`src/rtl/cdb_arbiter_pkg.sv`:
```
// Shared constants for the common-data-bus arbiter: reserved label value,
// default unit count, functional-unit indices and the round-robin wrap helper.
package cdb_arbiter_pkg;

    localparam int LABEL_NONE = 0;
    localparam int CDB_UNITS  = 3;

    typedef enum logic [1:0] {
        FU_PMF  = 2'd0,
        FU_MUL  = 2'd1,
        FU_LOAD = 2'd2
    } fu_e;

    // Next index in circular order 0..n-1.
    function automatic int rr_next(input int idx, input int n);
        return (idx >= n - 1) ? 0 : idx + 1;
    endfunction

endpackage

```
`src/rtl/cdb_arbiter_if.sv`:
```
// Functional-unit side of the common data bus: per-unit requests/results in,
// grants and the broadcast bus out.
interface cdb_arbiter_if
    import cdb_arbiter_pkg::*;
#(
    parameter int N  = CDB_UNITS,
    parameter int DW = 32,
    parameter int LW = 4
);
    logic [N-1:0]    require;
    logic [N*DW-1:0] dataIn;
    logic [N*LW-1:0] labelIn;
    logic [N-1:0]    requireAC;
    logic            cdbValid;
    logic [LW-1:0]   cdbLabel;
    logic [DW-1:0]   cdbData;

    modport master (
        output require, dataIn, labelIn,
        input  requireAC, cdbValid, cdbLabel, cdbData
    );

    modport slave (
        input  require, dataIn, labelIn,
        output requireAC, cdbValid, cdbLabel, cdbData
    );
endinterface

```
`src/rtl/cdb_arbiter_rr_picker.sv`:
```
// Combinational round-robin picker: scans require upward from ptr with wrap and
// returns the one-hot grant plus binary winner index.
module cdb_arbiter_rr_picker
    import cdb_arbiter_pkg::*;
#(
    parameter int N  = CDB_UNITS,
    parameter int PW = (N > 1) ? $clog2(N) : 1
) (
    input  logic [N-1:0]  require,
    input  logic [PW-1:0] ptr,
    output logic [N-1:0]  grant,
    output logic [PW-1:0] win,
    output logic          any
);

    logic [PW-1:0] idx;
    logic          hit;

    // Walk N positions from ptr; the first requester seen takes the grant.
    always_comb begin
        grant = '0;
        win   = '0;
        any   = 1'b0;
        hit   = 1'b0;
        idx   = (int'(ptr) < N) ? ptr : '0;
        for (int i = 0; i < N; i++) begin
            hit        = !any && require[idx];
            grant[idx] = grant[idx] | hit;
            win        = hit ? idx : win;
            any        = any | hit;
            idx        = PW'(rr_next(int'(idx), N));
        end
    end

endmodule

```
`src/rtl/cdb_arbiter.sv`:
```
// Common-data-bus arbiter: grants one requesting unit per cycle round-robin and
// broadcasts its result and label on the CDB one cycle later.
module cdb_arbiter
    import cdb_arbiter_pkg::*;
#(
    parameter int N  = CDB_UNITS,
    parameter int DW = 32,
    parameter int LW = 4
) (
    input  logic          clk,
    input  logic          nRST,
    cdb_arbiter_if.slave  bus
);

    localparam int PW = (N > 1) ? $clog2(N) : 1;

    logic [DW-1:0] data_arr  [N];
    logic [LW-1:0] label_arr [N];

    logic [N-1:0]  grant_s;
    logic [PW-1:0] win_s;
    logic          any_s;

    logic [PW-1:0] ptr_d,   ptr_q;
    logic          valid_d, valid_q;
    logic [LW-1:0] label_d, label_q;
    logic [DW-1:0] data_d,  data_q;

    for (genvar g = 0; g < N; g++) begin : g_slice
        assign data_arr[g]  = bus.dataIn[g*DW +: DW];
        assign label_arr[g] = bus.labelIn[g*LW +: LW];
    end

    cdb_arbiter_rr_picker #(.N(N), .PW(PW)) u_picker (
        .require (bus.require),
        .ptr     (ptr_q),
        .grant   (grant_s),
        .win     (win_s),
        .any     (any_s)
    );

    // Next broadcast and pointer; data is held over idle cycles, the label is not.
    always_comb begin
        ptr_d   = ptr_q;
        valid_d = 1'b0;
        label_d = LW'(LABEL_NONE);
        data_d  = data_q;
        if (any_s) begin
            ptr_d   = PW'(rr_next(int'(win_s), N));
            valid_d = 1'b1;
            label_d = label_arr[win_s];
            data_d  = data_arr[win_s];
        end else begin
            ptr_d   = ptr_q;
        end
    end

    // Pointer and broadcast register.
    always_ff @(posedge clk or negedge nRST) begin
        if (!nRST) begin
            ptr_q   <= '0;
            valid_q <= 1'b0;
            label_q <= '0;
            data_q  <= '0;
        end else begin
            ptr_q   <= ptr_d;
            valid_q <= valid_d;
            label_q <= label_d;
            data_q  <= data_d;
        end
    end

    // Grant is suppressed asynchronously while reset is held.
    always_comb begin
        if (nRST) begin
            bus.requireAC = grant_s;
        end else begin
            bus.requireAC = '0;
        end
        bus.cdbValid = valid_q;
        bus.cdbLabel = label_q;
        bus.cdbData  = data_q;
    end

endmodule

```
`src/flat_wrapper.sv`:
```
// flat-port wrapper written by rule: the top's interface ports become plain ports
module cdb_arbiter_flat import cdb_arbiter_pkg::*;
#(
    parameter int N  = CDB_UNITS,
    parameter int DW = 32,
    parameter int LW = 4
)
  (clk, nRST, bus_require, bus_dataIn, bus_labelIn, bus_requireAC, bus_cdbValid, bus_cdbLabel, bus_cdbData);
  cdb_arbiter_if #(.N(N), .DW(DW), .LW(LW)) bus_i ();
  input  logic clk;
  input  logic nRST;
  input wire logic [$bits(bus_i.require)-1:0] bus_require;
  input wire logic [$bits(bus_i.dataIn)-1:0] bus_dataIn;
  input wire logic [$bits(bus_i.labelIn)-1:0] bus_labelIn;
  output wire logic [$bits(bus_i.requireAC)-1:0] bus_requireAC;
  output wire logic [$bits(bus_i.cdbValid)-1:0] bus_cdbValid;
  output wire logic [$bits(bus_i.cdbLabel)-1:0] bus_cdbLabel;
  output wire logic [$bits(bus_i.cdbData)-1:0] bus_cdbData;
  assign bus_i.require = bus_require;
  assign bus_i.dataIn = bus_dataIn;
  assign bus_i.labelIn = bus_labelIn;
  assign bus_requireAC = bus_i.requireAC;
  assign bus_cdbValid = bus_i.cdbValid;
  assign bus_cdbLabel = bus_i.cdbLabel;
  assign bus_cdbData = bus_i.cdbData;
  cdb_arbiter #(.N(N), .DW(DW), .LW(LW)) u_core (.clk(clk), .nRST(nRST), .bus(bus_i));
endmodule
```
`config.mk`:
```
export PLATFORM = sky130hd
export DESIGN_NAME = cdb_arbiter_flat
export DESIGN_NICKNAME = d
export VERILOG_FILES = /design/src/rtl/cdb_arbiter_pkg.sv /design/src/rtl/cdb_arbiter_if.sv /design/src/rtl/cdb_arbiter_rr_picker.sv /design/src/rtl/cdb_arbiter.sv /design/src/flat_wrapper.sv
export SDC_FILE = /design/constraint.sdc
export NUM_CORES = 1
export LEC_CHECK = 0
export CORE_ASPECT_RATIO = 1.25
export CORE_UTILIZATION = 36
export DETAILED_ROUTE_END_ITERATION = 6
export GPL_TIMING_DRIVEN = 0
export HOLD_SLACK_MARGIN = 0.03
export PLACE_DENSITY_LB_ADDON = 0.1
export SETUP_SLACK_MARGIN = 0.1
export SLEW_MARGIN = 20
export SYNTH_ARGS = -nofsm -noshare
export SYNTH_HDL_FRONTEND = slang
export SYNTH_SLANG_ARGS = --single-unit
```
`constraint.sdc`:
```
create_clock -name clk -period 2.8 [get_ports clk]
set_input_delay 0.28 -clock clk [delete_from_list [all_inputs] [get_ports clk]]
set_output_delay 0.28 -clock clk [all_outputs]
set_load 0.005 [all_outputs]
```
[Word level (Yosys, flattened, before mapping)]
Cells that the tools add are included.
Cells by class
  add/subtract/negate cells: 3
  magnitude comparators: 11
  mux-type cells: 36
  bitwise logic cells: 7
  reductions and logical operators: 7
Operator list (number)
  binary-select mux 32 bit (select 2 bit): 1
  two-way mux 32 bit: 2
  two-way mux 2 bit: 7
  binary-select mux 1 bit (select 2 bit): 6
  two-way mux 4 bit: 3
  two-way mux 1 bit: 10
  less-than comparator 2 x 3 -> 1 bit (second input constant): 3
  binary-select mux 4 bit (select 2 bit): 1
  adder 2 x 1 -> 2 bit (second input constant): 3
  bitwise mux 3 bit: 2
  demux 1 bit (select 2 bit): 3
  >= comparator 2 x 1 -> 1 bit (second input constant): 3
  >= comparator 2 bit (second input constant): 3
  logical AND 1 bit: 5
  OR 1 bit: 5
  bitwise AND 3 bit: 1
  >= comparator 3 bit (second input constant): 1
  two-way mux 3 bit: 1
  inverter 2 -> 3 bit: 1
  zero test 1 bit: 2
  less-than comparator 2 bit (second input constant): 1
Word-level totals
  bits in registers: 39
  input port bits: 113
  output and inout bits: 40
  word-level logic and storage cells: 68

[Logic depth before layout (Yosys ltp)]
  depth after elaboration: 16
  depth in mapped cells: 11
  mapped depth without buffers: 8

[Modules after synthesis]
A second synthesis with hierarchy kept.
Unflattened totals
  cell total of the unflattened synthesis: 266
  area, all modules: 3031.7 µm²
Modules (own cells, without submodules)
  cdb_arbiter: instances 1, cells an instance 212, area an instance 2616.3 µm², sequential area each 975.9 µm²
  cdb_arbiter_rr_picker: instances 1, cells an instance 54, area an instance 415.4 µm², sequential area each 0.0 µm²

[Worst setup path after synthesis]
Ideal clock, no wire load.
  path kind: register to register
  start: register u_core.ptr_q[0]
  end: register u_core.data_q[10], in the netlist u_core.bus.cdbData[10]
  library setup time: 0.126 ns
  arrival: 2.260 ns
  data required time: 2.674 ns
  setup slack: 0.414 ns
  cell stages (with the launch flop): 11
  buffers on the path: 3
  clock period less this slack: 2.386 ns
  cell sequence: dfrtp_1 > inv_1 > ha_1 > buf_4 > nand3b_1 > o21a_1 > nor3b_2 > buf_2 > buf_2 > a22o_1 > a221o_1
On the way
  longest elaborated chain between the ends: 15
  elaborated cells between the ends (all ways): 27
  those cells by class: 2 x add/sub; 3 x order compare; 15 x mux; 3 x bitwise; 4 x reduce/logical
RTL lines
  start: declaration: line cdb_arbiter.sv:24  | logic [PW-1:0] ptr_d, ptr_q;
  start signal: assignment: line cdb_arbiter.sv:66  | ptr_q <= ptr_d;
  less-than comparator 2 bit: line cdb_arbiter_rr_picker.sv:25  | idx = (int'(ptr) < N) ? ptr : '0;
  two-way mux 2 bit *: line cdb_arbiter_rr_picker.sv:25
  branches (longest 13 deep; another with adder 2 x 1 -> 2 bit)
  end signal: assignment: line cdb_arbiter.sv:69  | data_q <= data_d;
  end: declaration: line cdb_arbiter.sv:27  | logic [DW-1:0] data_d, data_q;
Every way passes the cells marked *. The select of a mux whose other input is x is not followed.
A chain may end at the register's enable or synchronous reset.

[Final worst setup path]
  start: register u_core.ptr_q[0]
  end: register u_core.data_q[22], in the netlist u_core.bus.cdbData[22]
The elaborated chain is that of the path after synthesis.

==> flow_summary.json <==
{
  "dieHeight_um": 90.5,
  "grt_max_degree": 23,
  "placed_area_um2": 3890,
  "cts_made_buffers": 5,
  "yosysTopAreaCell": "dfrtp_1",
  "setup-tns-final_ns": 0,
  "post-route-drc-count": 0,
  "final.min_clock_period_ns": 2.66,
  "num_rows": 31,
  "utilization_pct": 69.5,
  "cts.root.buffer_cell": "clkbuf_8",
  "rrSetupSlack_ns": 0.14,
  "die_area_um2": 6590,
  "antenna_left": 0,
  "synth-edff-count": 0,
  "cts_max_path_buffers": 2,
  "grt_pass1_vias": 2476,
  "maxCapViolations": 0,
  "avgRoutedWirePerCell_um": 17.3,
  "htreeDepth": 2,
  "synth_fp_nets": 314,
  "crit_required_ns": 3.03,
  "ys_ff_latch": 39,
  "total_power_mw": 5.51,
  "port_buffers": 151,
  "seq_area_frac_synth_pct": 43.3,
  "relSlewSlack_pct": 64.0,
  "first_pass_iters": 4,
  "cp_cell_sequence": "buf_4, ha_4, mux2i_4, mux2i_4, buf_4, o32a_1, o21a_1, buf_6, nor3_4, buf_12, clkbuf_4, a221o_1",
  "drive_above_1_share_pct": 14.0,
  "via_count": 2409,
  "grt.total_usage_pct": 23.1,
  "worstReg2RegStart": "u_core.ptr_q[0]",
  "synth_cells": 197,
  "power.leakage_nw": 1.71,
  "fin_area_um2": 4130,
  "cp_max_fo": 10,
  "slowest_stage": "dfrtp_1",
  "insertion_delay_ns": 0.29,
  "coreArea_um2": 5930,
  "overflow": 0,
  "whs_ns": 0.504,
  "grt_first_pass_wirelength_um": 11900,
  "fin_skew_ns": 0.00304,
  "cts_sinks": 39,
  "worst-setup-path-type": "reg2reg",
  "max_freq_ghz": 0.376,
  "crit_cells": 12,
  "reg2reg_depth": 12,
  "cp-end-kind": "flip-flop",
  "cp_top_family": "buffers and inverters",
  "async_flop_share_pct": 100,
  "period_share_pct": 95.0,
  "hp-class": "in2async",
  "nets": 481,
  "diodes": 0,
  "worst_pin_slew_ns": 0.540,
  "max_stage_delay_ns": 0.39,
  "syn2layout_area_growth_pct": 83.0,
  "viasPerCell": 5.39,
  "place_congestion": 0.869,
  "dp_hpwl_um": 5690,
  "clkSlewWorstSetupHoldPaths_ns": 0.08,
  "totalWireLength_um": 7740,
  "synth_area_um2": 2250,
  "finalHoldViolations": 0,
  "die_x_um": 72.8,
  "setup_viol": 0,
  "r2r_end": "u_core.bus.cdbData[22]",
  "rsz0062_at_grt": "yes",
  "ys_top_cells_by_count": "dfrtp_1 (39), a221o_1 (33), a22o_1 (32), buf_2 (10), nor2_1 (9)",
  "status": "completed",
  "irDropWorstVdd_mv": 0.824,
  "cp.arrival_ns": 2.88,
  "detail_route.iter0.violations": 89,
  "drv_slew": 0,
  "synthTopCellsByArea": "dfrtp_1 (43%), a221o_1 (15%), a22o_1 (12%), buf_6 (2.5%), buf_2 (2.2%)",
  "yosysTopAreaCellShare_pct": 43.3,
  "post-synth-top-count-cell": "dfrtp_1",
  "power_density_nw_per_um2": 1340,
  "start_kind": "flip-flop",
  "crit_end": "u_core.bus.cdbData[22]",
  "cts_tree": "yes",
  "crit_start": "u_core.ptr_q[0]",
  "path_buf_inv": 5,
  "num_io_pins": 153,
  "avgSynthCellArea_um2": 11.4,
  "grt_antenna_before_repair": 0,
  "initial_core_util_pct": 38.0,
  "yosysWarnings": 0,
  "ys_types": 39,
  "ys.flop_type": "dfrtp_1"
}
## registers in the layout, summed over array words and instances, names as in the netlist
signal	count
u_core.ptr_q	2
u_core.bus.cdbLabel	4
u_core.bus.cdbValid	1
u_core.bus.cdbData	32
## logic make-up after synthesis
family                   share of synthesized area [%]
flip-flops                                        43.3
buffers and inverters                             6.71
AO/OA/AOI/OAI                                     34.6
adder cells (fa/ha/maj)                           2.22
multiplexers                                      4.72
AND/OR/NAND/NOR                                   8.43
## routing by layer
layer | global-route usage (%) | vias up | wire (µm)
met5 | 0 | - | 0
met4 | 6.21 | 0 | 89
met2 | 40.4 | 106 | 3840
met1 | 28.0 | 1162 | 3240
met3 | 4.91 | 9 | 571
li1 | - | 1132 | -
## worst min-delay path by stage
| stage | from | end | slack [ns] | cells past startpoint |
|---|---|---|---|---|
| floorplan | nRST | u_core.bus.cdbData[0] | -0.02 | 0 |
| global placement | u_core.ptr_q[0] | u_core.ptr_q[0] | 0.54 | 1 |
| detailed placement | nRST | u_core.bus.cdbData[28] | 0.30 | 1 |
| CTS | nRST | u_core.bus.cdbData[3] | 0.53 | 2 |
| global route | nRST | u_core.bus.cdbData[28] | 0.56 | 2 |
| finish | nRST | u_core.bus.cdbData[28] | 0.50 | 2 |
## stage by stage
stage,setup WS (ns),cells
floorplan,0.414,197
global placement,-0.597,430
detailed placement,0.0419,431
CTS,0.103,443
global route,0.0558,447
finish,0.141,447
## cell usage in the layout (no fill, tap or decap), types with 2 or more instances in the layout
master,count
mux2i_1,5
buf_6,8
inv_2,3
a22oi_1,3
mux2i_4,2
ha_4,2
a221o_1,33
nand3_1,3
clkbuf_1,2
buf_4,8
o31ai_1,2
a22o_1,32
nand2_1,2
o21ai_1,3
dlygate4sd2_1,2
a21oi_1,5
clkbuf_4,2
nand3b_1,2
o21a_1,2
buf_2,8
nor3b_1,2
clkbuf_8,5
clkdlybuf4s50_1,147
o21ai_0,3
dfrtp_1,38
nor2b_1,4
nor2_1,9
## repair_timing
item,4_1_cts,5_1_grt
setup endpoints to repair,5,36
hold buffers,1,0
setup buffers,3,3
gates resized for setup,15,13
pin swaps,2,2
hold endpoints to repair,21,0
cloned,0,1
## power breakdown
| part | switching [mW] | internal [mW] | total [mW] |
|---|---|---|---|
| clock | 0.204 | 0.175 | 0.380 |
| sequential | 0.161 | 0.904 | 1.06 |
| combinational | 1.81 | 2.26 | 4.07 |
| total | 2.17 | 3.34 | 5.51 |
## final cells by class
class	count	area, µm²
Fill cell	485	1810
Timing Repair Buffer	160	1610
Multi-Input combinational cell	134	1180
Sequential cell	39	977
Buffer	20	160
Tap cell	82	103
Clock buffer	7	76.3
Inverter	4	15.0
Clock inverter	1	5.00
(Power assumes the default switching activity.)
